===== config.mk =====
export PLATFORM = sky130hd
export DESIGN_NAME = home_inventory_event_engine
export DESIGN_NICKNAME = d
export VERILOG_FILES = /design/src/rtl/home_inventory_evt_pkg.sv /design/src/rtl/home_inventory_evt_fifo.sv /design/src/rtl/home_inventory_event_engine.sv
export SDC_FILE = /design/constraint.sdc
export NUM_CORES = 2
export LEC_CHECK = 0
export CORE_AREA = 2 2 648 650
export CTS_BUF_LIST = sky130_fd_sc_hd__clkbuf_8
export DETAILED_ROUTE_END_ITERATION = 12
export DIE_AREA = 0 0 650 652
export HOLD_SLACK_MARGIN = 0.06
export PLACE_DENSITY = 0.44
export SKIP_CTS_REPAIR_TIMING = 1
export SYNTH_ARGS = -nofsm -noshare
export SYNTH_HDL_FRONTEND = slang
export SYNTH_SLANG_ARGS = --single-unit

===== constraint.sdc =====
create_clock -name clk -period 8 [get_ports clk]
set_input_delay 1.6 -clock clk [delete_from_list [all_inputs] [get_ports clk]]
set_output_delay 1.6 -clock clk [all_outputs]
set_load 0.1 [all_outputs]

===== src/rtl/home_inventory_evt_pkg.sv =====
// Shared definitions for the home inventory event engine.
// - Default parameter values for the engine and its event FIFO.
// - FIFO entry layout: {hit mask (MSBs), timestamp (LSBs)}.
// - Width of the saturating drop counter.
package home_inventory_evt_pkg;

    localparam int unsigned NCH_DEF   = 8;
    localparam int unsigned SW_DEF    = 32;
    localparam int unsigned TSW_DEF   = 32;
    localparam int unsigned CW_DEF    = 32;
    localparam int unsigned DEPTH_DEF = 16;

    localparam int unsigned DROP_W    = 16;

    // Timestamp occupies bits [TSW-1:0], the channel mask sits directly above it.
    localparam int unsigned ENTRY_TS_LSB = 0;

    function automatic int unsigned entry_width(input int unsigned nch, input int unsigned tsw);
        return nch + tsw;
    endfunction

endpackage


===== src/rtl/home_inventory_evt_fifo.sv =====
// Synchronous first-word-fall-through FIFO for event log entries.
// Ports:
//   clk, rst        clock, synchronous active-high reset (clears pointers/level)
//   push, push_data write request and entry
//   push_accepted   push taken this cycle (room, or a pop in the same cycle)
//   pop_ready       consumer takes the head when rd_valid
//   rd_valid        head entry valid; rd_data is the head entry
//   level           number of occupied entries
module home_inventory_evt_fifo
    import home_inventory_evt_pkg::*;
#(
    parameter int unsigned WIDTH = entry_width(NCH_DEF, TSW_DEF),
    parameter int unsigned DEPTH = DEPTH_DEF
) (
    input  logic                   clk,
    input  logic                   rst,
    input  logic                   push,
    input  logic [WIDTH-1:0]       push_data,
    output logic                   push_accepted,
    input  logic                   pop_ready,
    output logic                   rd_valid,
    output logic [WIDTH-1:0]       rd_data,
    output logic [$clog2(DEPTH):0] level
);

    localparam int unsigned AW = $clog2(DEPTH);
    localparam int unsigned LW = AW + 1;

    logic [WIDTH-1:0] mem [DEPTH];
    logic [AW-1:0]    wr_ptr;
    logic [AW-1:0]    rd_ptr;
    logic             pop;

    assign rd_valid      = (level != '0);
    assign rd_data       = mem[rd_ptr];
    assign pop           = rd_valid && pop_ready;
    // A full FIFO still accepts when the head leaves in the same cycle.
    assign push_accepted = push && ((level < LW'(DEPTH)) || pop);

    always_ff @(posedge clk) begin
        if (push_accepted) begin
            mem[wr_ptr] <= push_data;
        end
    end

    always_ff @(posedge clk) begin
        if (rst) begin
            wr_ptr <= '0;
            rd_ptr <= '0;
            level  <= '0;
        end else begin
            if (push_accepted) begin
                wr_ptr <= wr_ptr + 1'b1;
            end
            if (pop) begin
                rd_ptr <= rd_ptr + 1'b1;
            end
            if (push_accepted && !pop) begin
                level <= level + 1'b1;
            end else if (pop && !push_accepted) begin
                level <= level - 1'b1;
            end
        end
    end

endmodule


===== src/rtl/home_inventory_event_engine.sv =====
// Per-channel event detector with level or hysteresis (edge) detection, saturating
// event counters, per-channel timestamps/deltas and an event log FIFO.
// Ports:
//   clk, rst                        clock, synchronous active-high reset
//   sample_valid, ts_now            sample strobe and its timestamp
//   sample_flat, thresh_hi/lo_flat  per-channel samples and thresholds (SW bits each)
//   evt_en, mode_edge               per-channel enable and edge-mode select
//   clr_stats                       clears counts, drop_count and overflow
//   evt_count_flat, last_delta_flat, last_ts_ch_flat, last_ts   per-channel/global stats
//   evt_rd_valid/ready/mask/ts, fifo_level                      event log read side
//   overflow, drop_count            sticky drop flag and saturating drop count
module home_inventory_event_engine
    import home_inventory_evt_pkg::*;
#(
    parameter int unsigned NCH   = NCH_DEF,
    parameter int unsigned SW    = SW_DEF,
    parameter int unsigned TSW   = TSW_DEF,
    parameter int unsigned CW    = CW_DEF,
    parameter int unsigned DEPTH = DEPTH_DEF
) (
    input  logic                   clk,
    input  logic                   rst,
    input  logic                   sample_valid,
    input  logic [TSW-1:0]         ts_now,
    input  logic [NCH*SW-1:0]      sample_flat,
    input  logic [NCH*SW-1:0]      thresh_hi_flat,
    input  logic [NCH*SW-1:0]      thresh_lo_flat,
    input  logic [NCH-1:0]         evt_en,
    input  logic [NCH-1:0]         mode_edge,
    input  logic                   clr_stats,
    output logic [NCH*CW-1:0]      evt_count_flat,
    output logic [NCH*TSW-1:0]     last_delta_flat,
    output logic [NCH*TSW-1:0]     last_ts_ch_flat,
    output logic [TSW-1:0]         last_ts,
    output logic                   evt_rd_valid,
    input  logic                   evt_rd_ready,
    output logic [NCH-1:0]         evt_rd_mask,
    output logic [TSW-1:0]         evt_rd_ts,
    output logic [$clog2(DEPTH):0] fifo_level,
    output logic                   overflow,
    output logic [DROP_W-1:0]      drop_count
);

    localparam int unsigned EW = entry_width(NCH, TSW);

    logic [NCH-1:0] hit;
    logic           any_hit;
    logic           push_accepted;
    logic [EW-1:0]  rd_data;

    for (genvar i = 0; i < NCH; i++) begin : g_ch
        logic [SW-1:0]  smp, hi, lo;
        logic           armed_q, seen_q, rise_q, en_prev_q;
        logic [CW-1:0]  count_q;
        logic [TSW-1:0] ts_q, delta_q;
        logic           rise_now, apply, armed_eff, seen_eff;
        logic [TSW-1:0] ts_eff;

        assign smp = sample_flat[i*SW +: SW];
        assign hi  = thresh_hi_flat[i*SW +: SW];
        assign lo  = thresh_lo_flat[i*SW +: SW];

        // A pending enable rise resets the channel history just before this sample.
        assign rise_now  = evt_en[i] && !en_prev_q;
        assign apply     = sample_valid && evt_en[i] && (rise_q || rise_now);
        assign armed_eff = armed_q || apply;
        assign seen_eff  = seen_q && !apply;
        assign ts_eff    = apply ? '0 : ts_q;

        assign hit[i] = evt_en[i] && sample_valid && (smp >= hi) && (!mode_edge[i] || armed_eff);

        always_ff @(posedge clk) begin
            if (rst) begin
                armed_q   <= 1'b1;
                seen_q    <= 1'b0;
                rise_q    <= 1'b0;
                en_prev_q <= 1'b0;
                count_q   <= '0;
                ts_q      <= '0;
                delta_q   <= '0;
            end else begin
                en_prev_q <= evt_en[i];
                rise_q    <= !apply && (rise_q || rise_now);

                if (sample_valid && mode_edge[i] && hit[i]) begin
                    armed_q <= 1'b0;
                end else if (sample_valid && mode_edge[i] && (smp < lo)) begin
                    armed_q <= 1'b1;
                end else begin
                    armed_q <= armed_eff;
                end

                seen_q <= seen_eff || hit[i];

                if (hit[i]) begin
                    ts_q    <= ts_now;
                    delta_q <= seen_eff ? (ts_now - ts_eff) : '0;
                end else if (apply) begin
                    ts_q    <= '0;
                    delta_q <= '0;
                end

                if (clr_stats) begin
                    count_q <= '0;
                end else if (hit[i] && (count_q != '1)) begin
                    count_q <= count_q + 1'b1;
                end
            end
        end

        assign evt_count_flat[i*CW +: CW]    = count_q;
        assign last_delta_flat[i*TSW +: TSW] = delta_q;
        assign last_ts_ch_flat[i*TSW +: TSW] = ts_q;
    end

    assign any_hit = |hit;

    home_inventory_evt_fifo #(
        .WIDTH (EW),
        .DEPTH (DEPTH)
    ) u_fifo (
        .clk           (clk),
        .rst           (rst),
        .push          (any_hit),
        .push_data     ({hit, ts_now}),
        .push_accepted (push_accepted),
        .pop_ready     (evt_rd_ready),
        .rd_valid      (evt_rd_valid),
        .rd_data       (rd_data),
        .level         (fifo_level)
    );

    assign evt_rd_mask = rd_data[TSW +: NCH];
    assign evt_rd_ts   = rd_data[ENTRY_TS_LSB +: TSW];

    always_ff @(posedge clk) begin
        if (rst) begin
            last_ts    <= '0;
            overflow   <= 1'b0;
            drop_count <= '0;
        end else begin
            if (any_hit) begin
                last_ts <= ts_now;
            end
            // Clear wins over a drop in the same cycle.
            if (clr_stats) begin
                overflow   <= 1'b0;
                drop_count <= '0;
            end else if (any_hit && !push_accepted) begin
                overflow <= 1'b1;
                if (drop_count != '1) begin
                    drop_count <= drop_count + 1'b1;
                end
            end
        end
    end

endmodule

## Word-level counts from Yosys, hierarchy flattened

Memory sizes are Yosys's and may differ from the RTL's. A register that Yosys moved wholly into a read port is not among the register bits.
Cells that the tools add are included.

| storage, ports and cells | value |
|---|---|
| bits in writable memories | 640 |
| memories kept | 1 |
| input bits | 821 |
| register bits after elaboration | 862 |
| word-level logic and storage cells | 337 |
| output and inout bits | 863 |

Memory list:

| memory | words | width | rd ports | clocked after memory_dff | write ports | RTL line | RTL |
|---|---|---|---|---|---|---|---|
| u_fifo.mem | 16 | 40 | 1 | 1 | 1 | home_inventory_evt_fifo.sv:29 | `logic [WIDTH-1:0] mem [DEPTH];` |

| operators by class | value |
|---|---|
| reduce and logical (&&, ||, !) cells | 165 |
| order comparisons | 17 |
| muxes and demuxes | 62 |
| equality and inequality tests | 9 |
| add/subtract/negate cells | 21 |

Operator list:

| cell | count |
|---|---|
| 2-to-1 mux 32 bit | 40 |
| adder 32 x 1 -> 32 bit (second input constant) | 8 |
| >= comparator 32 bit | 8 |
| less-than comparator 32 bit | 8 |
| inequality test 32 bit (second input constant) | 8 |
| subtractor 32 bit | 8 |
| logical AND 1 bit | 93 |
| logical OR 1 bit | 33 |
| logical NOT 1 bit | 26 |
| 2-to-1 mux 1 bit | 18 |
| nonzero test 2 bit | 9 |
| adder 16 x 1 -> 16 bit (second input constant) | 1 |
| inequality test 16 bit (second input constant) | 1 |
| 2-to-1 mux 5 bit | 2 |
| adder 4 x 1 -> 4 bit (second input constant) | 2 |
| 2-to-1 mux 4 bit | 2 |
| OR reduction 8 bit | 1 |
| adder 5 x 1 -> 5 bit (second input constant) | 1 |
| less-than comparator 5 bit (second input constant) | 1 |
| nonzero test 5 bit | 1 |
| subtractor 5 x 1 -> 5 bit (second input constant) | 1 |
| AND reduction 2 bit | 1 |
| OR reduction 2 bit | 1 |

## Longest topological paths before layout

| depth | value |
|---|---|
| depth in word-level cells | 13 |
| gate-level depth with buffers | 21 |
| gate-level depth less buffers | 20 |

## Hierarchy

Synthesis repeated with hierarchy kept, for this count alone.

| second synthesis, totals | value |
|---|---|
| cell total of the unflattened synthesis | 8437 |
| area total of the unflattened synthesis | 82206.3 µm² |

Modules (own cells, without submodules):

| module | cells each | area an instance (µm²) | seq. area each (µm²) | instances |
|---|---|---|---|---|
| home_inventory_event_engine | 7349 | 57381.3 | 16996.3 | 1 |
| home_inventory_evt_fifo | 1088 | 24825.1 | 19558.8 | 1 |

## Worst setup path before layout

No wires, ideal clock.

| timing | value |
|---|---|
| kind | input-to-reg |
| start | input thresh_hi_flat[17] |
| end | memory u_fifo.mem[0][0] in the netlist's numbering (enable) |
| setup slack | 1.071 ns |
| stages on the path | 12 |
| arrival | 6.442 ns |
| data required time | 7.513 ns |
| cells stage by stage | inv_1 -> ha_1 -> a21o_1 -> a21o_1 -> a21oi_2 -> a2111oi_2 -> o31ai_1 -> a311oi_4 -> nor4_4 -> a31oi_2 -> nand2_1 -> nor3_1 |

| on the way | value |
|---|---|
| cells in the longest elaborated chain, start to end | 7 |

RTL lines:

| element | RTL line | RTL |
|---|---|---|
| start: declaration | home_inventory_event_engine.sv:26 | `input logic [NCH*SW-1:0] thresh_hi_flat,` |
| >= comparator 32 bit | home_inventory_event_engine.sv:70 | `assign hit[i] = evt_en[i] && sample_valid && (smp >= hi) && (!mode_edge[i] \|\| armed_eff);` |
| logical AND 1 bit (2 in a row) | home_inventory_event_engine.sv:70 |  |
| OR reduction 8 bit | home_inventory_event_engine.sv:116 | `assign any_hit = \|hit;` |
| logical AND 1 bit | home_inventory_evt_fifo.sv:38 | `assign push_accepted = push && ((level < LW'(DEPTH)) \|\| pop);` |
| named net push_accepted | home_inventory_event_engine.sv:48 | `logic push_accepted;` |
| 2-to-1 mux 1 bit | home_inventory_evt_fifo.sv:41 | `if (push_accepted) begin` |
| 2-to-1 mux 1 bit (implied by the code) | home_inventory_evt_fifo.sv:42 | `mem[wr_ptr] <= push_data;` |
| end: declaration | home_inventory_evt_fifo.sv:29 |  |

The timed path passes the listed nets, and every way through them passes these cells.

==> metrics.md <==
| Metric | Value |
|---|---|
| Status | finished clean |
| Leakage | 42.1 nW |
| Post-synth EDFFs | 640 |
| Clock skew | 0.0751 ns |
| Commonest non-fill, non-tap cell in the layout | clkdlybuf4s50_1 |
| Die area | 424000 µm² |
| Fmax | 159 MHz |
| Synthesized area | 82100 µm² |
| Syn_area_per_cell | 9.84 µm² |
| Syn nets | 9944 |
| Final Util | 0.269 |
| Pin count of the biggest net entering global routing | 155 |
| Placed Instance Area | 106000 µm² |
| Clock Latency Late Sink | 1.06 ns |
| Crit path kind | flip-flop to output port |
| Clk network pwr share | 0.350 |
| Num Clock Sinks | 1506 |
| DP HPWL | 423000 µm |
| Initial core utilization | 0.197 |
| CTS buffer count | 294 |
| RSZ-0062 raised after global routing | no |
| Sw Ratio | 0.355 |
| Net Sw Power | 7.94 mW |
| Pre-Repair DR Iteration Count | 6 |
| Register bit total from synthesis | 1506 |
| WP data required | 6.40 ns |
| Remaining global-route overflow | 0 |
| Initial antenna violation count | 207 |
| Clock buffer depth | 4 |
| Critical Path Sink Type | output port |
| P per Cell Area | 199 nW/µm² |
| Internal power | 14.4 mW |
| Final Hold Vio Count | 0 |
| Tcrit/Tclk final | 0.787 |
| Sequential area share after synthesis | 0.445 |
| Final ANT Viol Nets | 0 |
| H-Tree Depth | 5 |
| Synth async-reset ratio | 0 |
| Yosys cell types | 108 |
| # rows | 237 |
| Placer congestion estimate | 0.957 |
| Fillers | 44.7k |
| Iteration-0 DRC Markers | 5740 |
| Syn. warnings | 0 |
| I/O Pins | 1684 |
| Routed length per instance | 32.0 µm |
| Non-filler cells, final | 16.2k |
| Vias in the first global route | 71.2k |
| Die Ht | 652 µm |
| Highest ir drop seen on vdd | 0.303 mV |
| Cells after Synth | 8344 |
| Vias per inst | 4.53 |
| Crit start category | flip-flop |
| Total track usage | 0.235 |
| Root Buffer | clkbuf_8 |
| Via count | 73.2k |
| Critical path fanouts, max | 43 |
| CTS tree | built |
| Worst rel slew slack | 0.142 |
| Fin crit period | 6.30 ns |
| Sequential share of power | 0.377 |
| Area delta synth->final | 36.6% |
| Min-Delay Path Class | flip-flop to flip-flop |
| First-pass GRT wire length | 671000 µm |
| Post-route cell area | 112000 µm² |
| Most used DFF post-synth | dfxtp_1 |
| Leading cell types in the layout, fill and taps excluded | clkdlybuf4s50_1, nand2_1, dfxtp_1 |
| CTS clock-pin slew for the worst setup and hold paths | 0.06 ns |
| Setup TNS | 0 ns |
| Die X | 650 µm |
| Max-slew violation count | 0 |
| Post-Place Cells | 15.3k |
| Combinational power share | 0.273 |
| Tightest Pin Transition | 1.28 ns |
| Nets | 11.7k |
| Total of max-cap violations | 0 |
| # DRC | 0 |
| Layout cells sized above 1 | 0.102 |
| Setup Viol. Count Final | 0 |
| Count of input and output buffers | 1683 |
| CORE AREA | 416000 µm² |
| CP Data Arrival Time | 4.70 ns |
| Final wirelength | 517000 µm |
## stage by stage
stage	setup WS, ns	power [mW]	hold WS, ns
finish	1.70	22.4	0.452
global placement	1.13	14.8	0.440
global route	1.43	23.3	0.479
floorplan	1.07	12.4	0.444
detailed placement	1.16	14.8	0.445
CTS	1.41	22.7	0.454
## power groups by stage
stage	clock network (mW)	registers [mW]	logic [mW]
after floorplan	0	9.03	3.37
after global placement	0	8.60	6.18
after detailed placement	0	8.60	6.17
after CTS	8.05	8.44	6.19
after global routing	8.35	8.46	6.49
final	7.82	8.43	6.11
## cell usage after synthesis, types with 15 or more instances
library cell,number,area share
and2_1,35,0.0027
mux4_2,200,0.055
ha_1,770,0.12
inv_1,609,0.028
a21oi_1,710,0.043
clkbuf_1,286,0.013
buf_1,55,0.0025
o21ai_1,15,0.00091
nor3_1,81,0.0049
o21a_1,36,0.0033
a21o_1,258,0.024
and4_1,29,0.0031
nand2_1,905,0.041
a211oi_1,47,0.0043
a31oi_1,36,0.0027
nor4_1,20,0.0015
nand2b_1,75,0.0057
dfxtp_1,866,0.21
xor2_1,222,0.024
nand3_1,385,0.023
edfxtp_1,640,0.23
and3_1,84,0.0064
nor2_1,707,0.032
a22o_1,44,0.0047
o21ai_0,239,0.015
a22oi_1,136,0.012
nand4_1,124,0.0095
a2111oi_0,15,0.0016
buf_2,16,0.00098
o211ai_1,18,0.0016
or3_1,67,0.0051
xnor2_1,223,0.024
nor2b_1,86,0.0066
o31ai_1,19,0.0017
o21bai_1,33,0.0030
## kinds of logic after synthesis
group | share of synthesized area
AOI/OAI and AO/OA | 0.135
xor gates and xnor gates | 0.0475
adders and majority gates | 0.120
buffers and inverters | 0.0461
DFF | 0.445
muxes | 0.0562
and+or+nand+nor | 0.150
## routing by layer
| metal | up-vias | routed length, µm | global-route usage |
|---|---|---|---|
| met2 | 2536 | 253000 | 0.407 |
| met3 | 761 | 38300 | 0.0673 |
| li1 | 33900 | - | - |
| met5 | - | 628 | 0 |
| met4 | 98 | 30700 | 0.126 |
| met1 | 35900 | 194000 | 0.259 |
## registers in the layout, summed over array words and instances (netlist names), named ones only
name            flops
g_ch.seen_q         8
u_fifo.wr_ptr       4
u_fifo.level        5
g_ch.delta_q      256
g_ch.ts_q         256
u_fifo.mem        640
g_ch.armed_q        8
u_fifo.rd_ptr       4
overflow            1
g_ch.en_prev_q      8
g_ch.rise_q         8
drop_count         16
last_ts            32
g_ch.count_q      256
## worst max-delay path, stage by stage, from the launching register on
cell             delay, ns
dfxtp_4               0.89
buf_12                0.39
mux4_2                0.58
mux4_2                0.53
clkdlybuf4s50_1       1.13
## final cells by class
cell class,instances,area [µm²],share of cell area
Multi-Input combinational cell,5854,42000,0.374
Sequential cell,1506,36600,0.326
Timing Repair Buffer,1859,17900,0.160
Tap cell,5497,6880,0.0613
Clock buffer,338,4650,0.0415
Inverter,617,2320,0.0207
Clock inverter,180,1030,0.00923
Antenna cell,308,771,0.00687
## worst paths after layout
path         cells after the start  slack [ns]             endpoint                start
max                              4        1.70        evt_rd_ts[10]            flip-flop
min                              2        0.45  g_ch[3].delta_q[29]  g_ch[3].delta_q[29]
max reg2reg                     16        2.88  g_ch[2].delta_q[31]    g_ch[2].en_prev_q
min reg2reg                      2        0.45  g_ch[3].delta_q[29]  g_ch[3].delta_q[29]
Note: power is estimated with default switching activity, not from simulation.
